File: src/rtl/bg_mean_estimator_if.sv
// Pixel stream into the background mean estimator: valid/ready handshake with one
// RGB sample per transfer.
interface bg_mean_estimator_if;
    logic       pix_valid;
    logic       pix_ready;
    logic [7:0] pix_r;
    logic [7:0] pix_g;
    logic [7:0] pix_b;

    modport master (output pix_valid, pix_r, pix_g, pix_b, input pix_ready);
    modport slave  (input pix_valid, pix_r, pix_g, pix_b, output pix_ready);
endinterface

File: src/rtl/bg_mean_estimator.sv
// Accumulates a block of background pixels, divides each channel sum by the pixel
// count with three parallel restoring dividers, and holds the mean colour until Ack.
module bg_mean_estimator #(
    parameter int unsigned PIX_COUNT = 16,
    parameter int unsigned SUM_W     = 20
) (
    input  logic               Clk,
    input  logic               Reset,
    input  logic               Start,
    input  logic               Ack,
    bg_mean_estimator_if.slave pix,
    output logic [7:0]         red_exp,
    output logic [7:0]         green_exp,
    output logic [7:0]         blue_exp,
    output logic               Qi,
    output logic               Qa,
    output logic               Qv,
    output logic               Qd
);

    localparam int unsigned      CntW    = $clog2(SUM_W);
    localparam logic [SUM_W-1:0] Divisor = SUM_W'(PIX_COUNT);
    localparam logic [SUM_W-1:0] LastPix = SUM_W'(PIX_COUNT - 1);
    localparam logic [CntW-1:0]  DivLast = CntW'(SUM_W - 1);

    typedef enum logic [3:0] {
        StIdle   = 4'b0001,
        StAccum  = 4'b0010,
        StDivide = 4'b0100,
        StDone   = 4'b1000
    } state_e;

    state_e           state;
    logic [SUM_W-1:0] sum [3];
    logic [SUM_W-1:0] dvd [3];
    logic [SUM_W-1:0] rem [3];
    // Only the low 8 quotient bits survive; the last bit comes straight from q_bit.
    logic [6:0]       quo [3];
    logic [SUM_W-1:0] pix_cnt;
    logic [CntW-1:0]  div_cnt;

    logic [7:0]       sample    [3];
    logic [SUM_W-1:0] sum_add   [3];
    logic [SUM_W-1:0] rem_shift [3];
    logic [SUM_W-1:0] rem_next  [3];
    logic [2:0]       q_bit;
    logic             xfer;

    assign {Qd, Qv, Qa, Qi} = state;
    assign pix.pix_ready    = (state == StAccum);
    assign xfer             = pix.pix_valid && (state == StAccum);

    always_comb begin
        sample[0] = pix.pix_r;
        sample[1] = pix.pix_g;
        sample[2] = pix.pix_b;
        q_bit     = '0;
        for (int c = 0; c < 3; c++) begin
            sum_add[c]   = sum[c] + SUM_W'(sample[c]);
            rem_shift[c] = {rem[c][SUM_W-2:0], dvd[c][SUM_W-1]};
            // A set MSB shifted out of rem means the true value already exceeds the divisor.
            q_bit[c]     = rem[c][SUM_W-1] || (rem_shift[c] >= Divisor);
            rem_next[c]  = q_bit[c] ? rem_shift[c] - Divisor : rem_shift[c];
        end
    end

    always_ff @(posedge Clk or posedge Reset) begin
        if (Reset) begin
            state     <= StIdle;
            pix_cnt   <= '0;
            div_cnt   <= '0;
            red_exp   <= '0;
            green_exp <= '0;
            blue_exp  <= '0;
            for (int c = 0; c < 3; c++) begin
                sum[c] <= '0;
                dvd[c] <= '0;
                rem[c] <= '0;
                quo[c] <= '0;
            end
        end else begin
            unique case (state)
                StIdle: begin
                    if (Start) begin
                        for (int c = 0; c < 3; c++) sum[c] <= '0;
                        pix_cnt <= '0;
                        state   <= StAccum;
                    end
                end
                StAccum: begin
                    if (xfer) begin
                        pix_cnt <= pix_cnt + SUM_W'(1);
                        for (int c = 0; c < 3; c++) sum[c] <= sum_add[c];
                        if (pix_cnt == LastPix) begin
                            for (int c = 0; c < 3; c++) begin
                                dvd[c] <= sum_add[c];
                                rem[c] <= '0;
                                quo[c] <= '0;
                            end
                            div_cnt <= DivLast;
                            state   <= StDivide;
                        end
                    end
                end
                StDivide: begin
                    for (int c = 0; c < 3; c++) begin
                        dvd[c] <= {dvd[c][SUM_W-2:0], 1'b0};
                        rem[c] <= rem_next[c];
                        quo[c] <= {quo[c][5:0], q_bit[c]};
                    end
                    if (div_cnt == '0) begin
                        red_exp   <= {quo[0], q_bit[0]};
                        green_exp <= {quo[1], q_bit[1]};
                        blue_exp  <= {quo[2], q_bit[2]};
                        state     <= StDone;
                    end else begin
                        div_cnt <= div_cnt - CntW'(1);
                    end
                end
                StDone: begin
                    if (Ack) state <= StIdle;
                end
                default: state <= StIdle;
            endcase
        end
    end

endmodule

File: src/flat_wrapper.sv
// flat-port wrapper written by rule: the top's interface ports become plain ports
module bg_mean_estimator_flat 
#(
    parameter int unsigned PIX_COUNT = 16,
    parameter int unsigned SUM_W     = 20
)
  (Clk, Reset, Start, Ack, red_exp, green_exp, blue_exp, Qi, Qa, Qv, Qd, pix_pix_valid, pix_pix_r, pix_pix_g, pix_pix_b, pix_pix_ready);
  bg_mean_estimator_if pix_i ();
  input  logic Clk;
  input  logic Reset;
  input  logic Start;
  input  logic Ack;
  output logic [7:0] red_exp;
  output logic [7:0] green_exp;
  output logic [7:0] blue_exp;
  output logic Qi;
  output logic Qa;
  output logic Qv;
  output logic Qd;
  input wire logic [$bits(pix_i.pix_valid)-1:0] pix_pix_valid;
  input wire logic [$bits(pix_i.pix_r)-1:0] pix_pix_r;
  input wire logic [$bits(pix_i.pix_g)-1:0] pix_pix_g;
  input wire logic [$bits(pix_i.pix_b)-1:0] pix_pix_b;
  output wire logic [$bits(pix_i.pix_ready)-1:0] pix_pix_ready;
  assign pix_i.pix_valid = pix_pix_valid;
  assign pix_i.pix_r = pix_pix_r;
  assign pix_i.pix_g = pix_pix_g;
  assign pix_i.pix_b = pix_pix_b;
  assign pix_pix_ready = pix_i.pix_ready;
  bg_mean_estimator #(.PIX_COUNT(PIX_COUNT), .SUM_W(SUM_W)) u_core (.Clk(Clk), .Reset(Reset), .Start(Start), .Ack(Ack), .pix(pix_i), .red_exp(red_exp), .green_exp(green_exp), .blue_exp(blue_exp), .Qi(Qi), .Qa(Qa), .Qv(Qv), .Qd(Qd));
endmodule
File: config.mk
export PLATFORM = sky130hd
export DESIGN_NAME = bg_mean_estimator_flat
export DESIGN_NICKNAME = d
export VERILOG_FILES = /design/src/rtl/bg_mean_estimator_if.sv /design/src/rtl/bg_mean_estimator.sv /design/src/flat_wrapper.sv
export SDC_FILE = /design/constraint.sdc
export NUM_CORES = 1
export LEC_CHECK = 0
export CORE_MARGIN = 1.5
export CORE_UTILIZATION = 25
export DETAILED_ROUTE_END_ITERATION = 8
export GPL_TIMING_DRIVEN = 0
export HOLD_SLACK_MARGIN = 0.06
export SLEW_MARGIN = 20
export SYNTH_ARGS = -nofsm -noshare
export SYNTH_HDL_FRONTEND = slang
export SYNTH_SLANG_ARGS = --single-unit
File: constraint.sdc
create_clock -name Clk -period 11.55 [get_ports Clk]
set_clock_uncertainty 0.1 [all_clocks]
set_input_delay 3.465 -clock Clk [delete_from_list [all_inputs] [get_ports Clk]]
set_output_delay 3.465 -clock Clk [all_outputs]
set_load 0.02 [all_outputs]
# Yosys cells after proc, flatten, opt, wreduce, memory -nomap -nowiden
# Index checks and enable logic that the tools add are counted.
# W data, S select, Z words.
[totals]
reg_bits = 254
inputBits = 29
output_inout_bits = 29
elab_cells = 80
[op_classes]
addsub = 8
n_lt_le_gt_ge = 3
n_eq_ne = 11
n_mux = 28
n_reduce_logical = 12
[op_table]
columns = ["op", "count"]
rows = [
  ["$mux W60", 6],
  ["$pmux W60 S2", 3],
  ["$mux W20", 5],
  ["$add A20 B8 Y20", 3],
  ["$ge A20 B5 Y1 const B", 3],
  ["$sub A20 B5 Y20 const B", 3],
  ["$mux W21", 2],
  ["$pmux W21 S2", 1],
  ["$pmux W20 S2", 1],
  ["$add A20 B1 Y20 const B", 1],
  ["$eq A20 B4 Y1 const B", 1],
  ["$mux W4", 5],
  ["$pmux W4 S4", 1],
  ["$mux W5", 3],
  ["$pmux W5 S2", 1],
  ["$ne A2 B1 Y1 const B", 3],
  ["$ne A2 B2 Y1 const B", 3],
  ["$reduce_and A3 Y1", 2],
  ["$logic_not A5 Y1", 1],
  ["$reduce_and A5 Y1", 1],
  ["$sub A5 B1 Y5 const B", 1],
  ["$eq A4 B1 Y1 const B", 1],
  ["$eq A4 B2 Y1 const B", 1],
  ["$eq A4 B3 Y1 const B", 1],
  ["6 further kinds", 9],
]

# Logic depth before layout (Yosys ltp)
# Gate-level depths: netlist of run 1.
[logic_depth]
depth_word = 4
ltp_mapped = 9
depth_no_buf = 8

# Least setup slack after synthesis of run 1
# Ideal clock, no wire load.
[synth_timing]
path_type = "input -> register"
start = "input pix_pix_b[7]"
end = "register u_core.sum[16] (netlist name)"
setup_time_ps = 129
t_arrival_ps = 5237
required_time_ps = 11321
path_slack_ps = 6084
stages = 8
path_buffers = 1
path_cell_list = "ha_1 > clkbuf_1 > o21a_1 > o2111ai_1 > a2111oi_0 > o21ai_0 > nand2_1 > o21ai_0"
[synth_between]
elab_chain_len = 3
[synth_lines]
columns = ["element", "line_no", "source"]
rows = [
  ["start, declared", "flat_wrapper.sv:23", "input wire logic [$bits(pix_i.pix_b)-1:0] pix_pix_b;"],
  ["$add A20 B8 Y20", "bg_mean_estimator.sv:59", "sum_add[c] = sum[c] + SUM_W'(sample[c]);"],
  ["$mux W60", "bg_mean_estimator.sv:91", "if (xfer) begin"],
  ["$pmux W60 S2", "bg_mean_estimator.sv:82", "unique case (state)"],
  ["end signal, assigned by index", "bg_mean_estimator.sv:76", "sum[c] <= '0;"],
  ["end, declared", "bg_mean_estimator.sv:34", "logic [SUM_W-1:0] sum [3];"],
]
# No other way between the ends. The select of a mux whose other input is x is not followed.
# A chain may end at the register's enable or synchronous reset.

# Final worst setup path of run 1
[layout_timing]
start = "register u_core.state[2]"
end = "output pix_pix_ready"
[layout_between]
elab_chain_len = 1
[layout_lines]
columns = ["element", "line_no", "source"]
rows = [
  ["start, declared", "bg_mean_estimator.sv:33", "state_e state;"],
  ["start signal, assigned", "bg_mean_estimator.sv:69", "state <= StIdle;"],
  ["start signal, assigned", "bg_mean_estimator.sv:87", "state <= StAccum;"],
  ["start signal, assigned", "bg_mean_estimator.sv:101", "state <= StDivide;"],
  ["$eq A4 B2 Y1", "bg_mean_estimator.sv:50", "assign pix.pix_ready = (state == StAccum);"],
  ["end, declared", "flat_wrapper.sv:24", "output wire logic [$bits(pix_i.pix_ready)-1:0] pix_pix_ready;"],
]
# No other way between the ends.

==> flow_metrics.tcl, run 1 <==
set metrics [dict create \
    tightest_slew_ps 1000 \
    finalCriticalPeriod_ps 6100 \
    syn-cell-area_sq_um 13300 \
    clkSinkCount 254 \
    grt_use_met3_pct 1.64 \
    ys_types 68 \
    avgRoutedWirePerCell_um 16.9 \
    synth_commonest_cells "253 x dfrtp_1, 217 x nand2_1, 153 x o21ai_0, 79 x nor2_1, 70 x a21oi_1" \
    vias_per_cell 5.02 \
    top_usage_layer "met2" \
    antenna_cells 0 \
    multi_input_area_sq_um 6500 \
    layout-drive-gt1-share_pct 6.89 \
    rrSetupSlack_ps 8410 \
    cp_max_fo 9 \
    clk_path_buf_depth 3 \
    power_density_nw_per_um2 185 \
    grt_pass1_vias 10526 \
    slew_headroom_pct 32.9 \
    required_ps 7990 \
    min_path_type "flop to flop" \
    min_period_over_period_pct 52.8 \
    clk_latency_ps 560 \
    clock-root-buffer "clkbuf_16" \
    synth-seq-area-share_pct 47.7 \
    synth_ff_type "dfrtp_1" \
    ir_drop_v 0.0000732 \
    finalMaxSlewViolations 0 \
    ys_ff_latch 254 \
    placeableCoreArea_sq_um 52700 \
    die_y_um 234 \
    p_leak_nw 6.57 \
    layout_setup_ws_ps 5450 \
    cp.arrival_ps 2540 \
    cp_slowest_cell "clkdlybuf4s50_1" \
    dr.pass1.iters 5 \
    fp-row-count 84 \
    final_area_sq_um 15700 \
    grt_pass1_wl_mm 59.4 \
    syn_area_per_cell_sq_um 9.31 \
    antenna_found_initial 0 \
    grt_use_met2_pct 21.8 \
    wirelength_mm 37.6 \
    dp_slack_ps 5140 \
    synth_warnings 0 \
    fmax_ghz 0.164 \
    async_reset_ff_share_pct 100 \
    placed_cell_area_sq_um 14800 \
    final_antenna_net_count 0 \
    grtUsageMet1_pct 19.0 \
    synth_fp_nets 1495 \
    rsz0062_at_grt "no" \
    path_cells "clkbuf_1 > nor4b_1 > clkdlybuf4s50_1" \
    ctsHoldBuffers 0 \
    cts_resized 0 \
    max_stage_delay_ps 760 \
    floorplan.initialDensity_pct 25.3 \
    maxCapViolations 0 \
    critical_path.top_delay_family "buffers and inverters" \
    drc 0 \
    synthTopCellsByArea "dfrtp_1 48%, nand2_1 6.1%, o21ai_0 5.7%, xnor2_1 4.4%, ha_1 3.1%" \
    vias 11183 \
    cts_buffers 29 \
    die-area_sq_um 54700 \
    nets 1585 \
    grt_max_degree 103 \
    synth_top_cell_by_area "dfrtp_1" \
    grt_overflow 0 \
    grt_usage_pct 13.6 \
    postCtsSetupBuffers 0 \
    critPathKind "flop to output pin" \
    fp.dieW_um 234 \
    port_buffers 57 \
    crit_path_end_kind "output pin" \
    area_delta_synth_final_pct 18.2 \
    ff_latch_area_sq_um 6360 \
    final_util_pct 29.9 \
    yosysMostFrequentCell "dfrtp_1" \
    globalplace.congestion 0.892 \
    crit_buf_inv 2 \
    drt_iter0_drc 858 \
    pin_count 58 \
    synth_top_area_share_pct 47.5 \
    cp-start-kind "flop" \
    clk_pin_slew_ps 60 \
    htreeDepth 1 \
    nFillCells 5464 \
    dp_hpwl_mm 26.8 \
    status "complete, no violations" \
    cts_tree "built" \
    synth_edf_count 0 \
    hold_violations 0 \
    synthCells 1430 \
    setup_violations 0 \
]
sequential cells by signal, indices dropped and copies added, names as in the netlist:
| register | count |
|---|---|
| u_core.rem | 60 |
| u_core.state | 4 |
| u_core.div_cnt | 5 |
| u_core.red_exp | 8 |
| u_core.pix_cnt | 20 |
| u_core.dvd | 60 |
| u_core.green_exp | 8 |
| u_core.quo | 21 |
| u_core.sum | 60 |
| u_core.blue_exp | 8 |
worst paths after layout:
check / startpoint / to / cells past startpoint
worst max-delay path: u_core.state[2] / pix_pix_ready / 3
worst min-delay path: u_core.dvd[47] / u_core.dvd[48] / 2
worst max register to register: u_core.state[0] / u_core.rem[49] / 8
worst min register to register: u_core.dvd[47] / u_core.dvd[48] / 2
max in group asynchronous: Reset / u_core.rem[7] / 3
min in group asynchronous: Reset / u_core.state[2] / 2
where the power goes:
| part | switching, mW | total, mW | leakage (nW) | internal [mW] |
|---|---|---|---|---|
| clock | 0.373 | 0.914 | 0.454 | 0.541 |
| sequential | 0.129 | 1.18 | 3.15 | 1.05 |
| combinational | 0.507 | 0.814 | 2.97 | 0.307 |
| total | 1.01 | 2.90 | 6.57 | 1.89 |
cell type report:
type,instances,area share (%)
multi-input combinational,1070,41.3
clock inverter,7,0.556
clock buffer,43,5.33
inverter,20,0.525
sequential,254,40.4
timing repair buffer,59,3.97
buffer,86,2.45
tap,688,5.47
kinds of logic (layout without fill, tap and decap cells):
kind of cell	count (synthesis)	count (layout)	share of synthesized area, %
muxes	27	27	2.25
adders and majority gates	36	36	3.55
xor gates and xnor gates	100	100	6.58
buffers and inverters	106	215	3.46
DFF	254	254	47.7
and+or+nand+nor	514	514	18.5
AOI/OAI and AO/OA	393	393	17.9
layout by cell type, fill, tap and decap left out, drive strengths merged, types with 11 or more instances in the layout:
cell type,count
nand3,57
xnor2,67
and3,25
a21o,18
inv,20
o211ai,16
a21oi,70
ha,33
a211oi,11
clkdlybuf4s50,57
nand4,20
a31oi,39
nor4,21
or3,13
nand2,217
clkbuf,104
xor2,33
dfrtp,253
a22o,28
o21ai,166
nor3,32
buf,27
mux2,23
nor2,79
per-layer routing:
layer	part of all wire [%]	wire length, um
met1	46	17200
met4	2.8	1060
met3	5.0	1870
met2	46	17500
met5	0	0
stage by stage:
step           setup TNS [ps]  hold slack [ps]  instances  power, mW
6_report                    0              370       2227       2.90
2_1_floorplan               0              341       1430       1.72
5_1_grt                     0              393       2227       3.06
3_5_place_dp                0              369       2177       1.99
3_3_place_gp          -633790              355       2175       1.97
4_1_cts                     0              371       2227       2.91
worst min-delay path: stages, from the launching register on:
cell     delay [ps]
dfrtp_1         340
nand2_1          50
nand3_1          50
Note: power is estimated with default switching activity, not from simulation.
==> run 2, diff against run 1 <==
==> constraint.sdc (replaced) <==
create_clock -name Clk -period 5.6 [get_ports Clk]
set_clock_uncertainty 0.1 [all_clocks]
set_input_delay 1.68 -clock Clk [delete_from_list [all_inputs] [get_ports Clk]]
set_output_delay 1.68 -clock Clk [all_outputs]
set_load 0.02 [all_outputs]
==> run 2 against run 1 <==
  * Power rose by 110%
  * Routed wire length is 0.12% higher
  * Die area unchanged
  * Via count is 0.86% higher
  * First-iteration DRC count increased by 0.23%
  * Design area grew 0.67%
  * Non-clock buffer count grew 6
  * Cell count increased by 0.45%
  * Worst hold slack gained 7.4 ps
  * Sequential share of layout area shrank 0.27 points
  * Clock-buffer cell count increased by 3
==> flow_metrics.tcl, run 2 (synthesis results as in run 1) <==
set metrics [dict create \
    pwr-share-clk_pct 31.1 \
    finalCriticalPeriod_ps 4400 \
    finalMaxSlewViolations 0 \
    grt_pass1_wl_mm 60.3 \
    cp_slowest_cell "clkdlybuf4s50_1" \
    vias 11279 \
    path_cells "clkbuf_1 > nor4b_1 > clkdlybuf4s50_1" \
    final_area_sq_um 15800 \
    fmax_ghz 0.227 \
    reg_top3 "u_core.dvd (60), u_core.rem (60), u_core.sum (60)" \
    die-area_sq_um 54700 \
    port_buffers 57 \
    cp_max_fo 9 \
    dp_hpwl_mm 27.4 \
    clock-root-buffer "clkbuf_16" \
    rrSetupSlack_ps 2310 \
    layout_setup_ws_ps 1200 \
    placed_cell_area_sq_um 14900 \
    drt_iter0_drc 860 \
    final_antenna_net_count 0 \
    htreeDepth 1 \
    pin_count 58 \
    ctsHoldBuffers 0 \
    clk_latency_ps 560 \
    ir_drop_v 0.000236 \
    postCtsSetupBuffers 0 \
    clk_pin_slew_ps 60 \
    final_util_pct 30.1 \
    tightest_slew_ps 970 \
    crit_path_end_kind "output pin" \
    grt_overflow 0 \
    power_frac_comb_pct 28.1 \
    nets 1592 \
    cp-start-kind "flop" \
    globalplace.congestion 0.874 \
    cts_buffers 30 \
    layout_common_cells "253 x dfrtp_1, 217 x nand2_1, 153 x o21ai_0" \
    drc 0 \
    required_ps 3820 \
    clkSinkCount 254 \
    min_period_over_period_pct 78.6 \
    avgRoutedWirePerCell_um 16.8 \
    cts_tree "built" \
    seqPwrFrac_pct 40.7 \
    die_y_um 234 \
    setup_violations 0 \
    hold_violations 0 \
    p_leak_nw 6.63 \
    critPathKind "flop to output pin" \
    floorplan.initialDensity_pct 25.3 \
    min_path_type "flop to flop" \
    layout-drive-gt1-share_pct 7.36 \
    area_delta_synth_final_pct 19.0 \
    status "complete, no violations" \
    fp.dieW_um 234 \
    grt_max_degree 35 \
    cts_resized 0 \
    p_int_mw 3.88 \
    cp.arrival_ps 2620 \
    maxCapViolations 0 \
    slew_headroom_pct 33.7 \
    power_density_nw_per_um2 376 \
    placeableCoreArea_sq_um 52700 \
    dp_slack_ps 981 \
    p_switching_mw 2.08 \
    max_stage_delay_ps 770 \
    grt_pass1_vias 10885 \
    fin_total_pwr_mw 5.96 \
    switching_share_pct 34.9 \
    clk_path_buf_depth 3 \
    layout_commonest_cell "dfrtp_1" \
    wirelength_mm 37.6 \
    fp-row-count 84 \
    antenna_found_initial 0 \
    rsz0062_at_grt "no" \
    dr.pass1.iters 5 \
    vias_per_cell 5.04 \
    grt_usage_pct 13.7 \
]
[run 2: layout make-up]
class | count | area (sq um)
Antenna cell | 1 | 2.50
Inverter | 20 | 78.8
Tap cell | 688 | 861
Clock inverter | 7 | 35.0
Timing Repair Buffer | 65 | 731
Sequential cell | 254 | 6360
Clock buffer | 46 | 892
Multi-Input combinational cell | 1070 | 6500
Buffer | 86 | 385
Fill cell | 5426 | 36800
[run 2: through the flow]
step / cells / TNS [ps] / hold slack (ps)
floorplan: 1430 / 0 / 341
global placement: 2175 / -393840 / 353
detailed placement: 2183 / 0 / 363
CTS: 2236 / 0 / 377
global route: 2236 / 0 / 395
finish: 2237 / 0 / 377
[run 2: metal layers]
layer	up-vias	global-route usage, %	wire length, um
met3	70	1.90	2040
met2	293	22.3	17600
met5	-	0	0
met4	0	4.37	1110
met1	5590	18.8	16900
li1	5326	-	-
[run 2: worst max-delay path, delay by kind of cell, from the launching register on]
family	cells	cell delay [ps]
buffers and inverters	2	990
DFF	1	380
and+or+nand+nor	1	690
[run 2: power groups by stage]
stage	logic [mW]	clock network (mW)	registers [mW]
floorplan	1.15	0	2.39
global placement	1.61	0	2.44
detailed placement	1.66	0	2.45
CTS	1.67	1.90	2.43
global route	1.86	1.97	2.47
finish	1.68	1.86	2.43
[run 2: worst paths after layout]
check / cells past startpoint / from / end
max: 3 / u_core.state[2] / pix_pix_ready
min: 2 / u_core.rem[39] / u_core.rem[39]
max reg2reg: 8 / u_core.state[2] / u_core.dvd[58]
min reg2reg: 2 / u_core.rem[39] / u_core.rem[39]
max in group asynchronous: 4 / Reset / u_core.sum[32]
min in group asynchronous: 2 / Reset / u_core.rem[33]
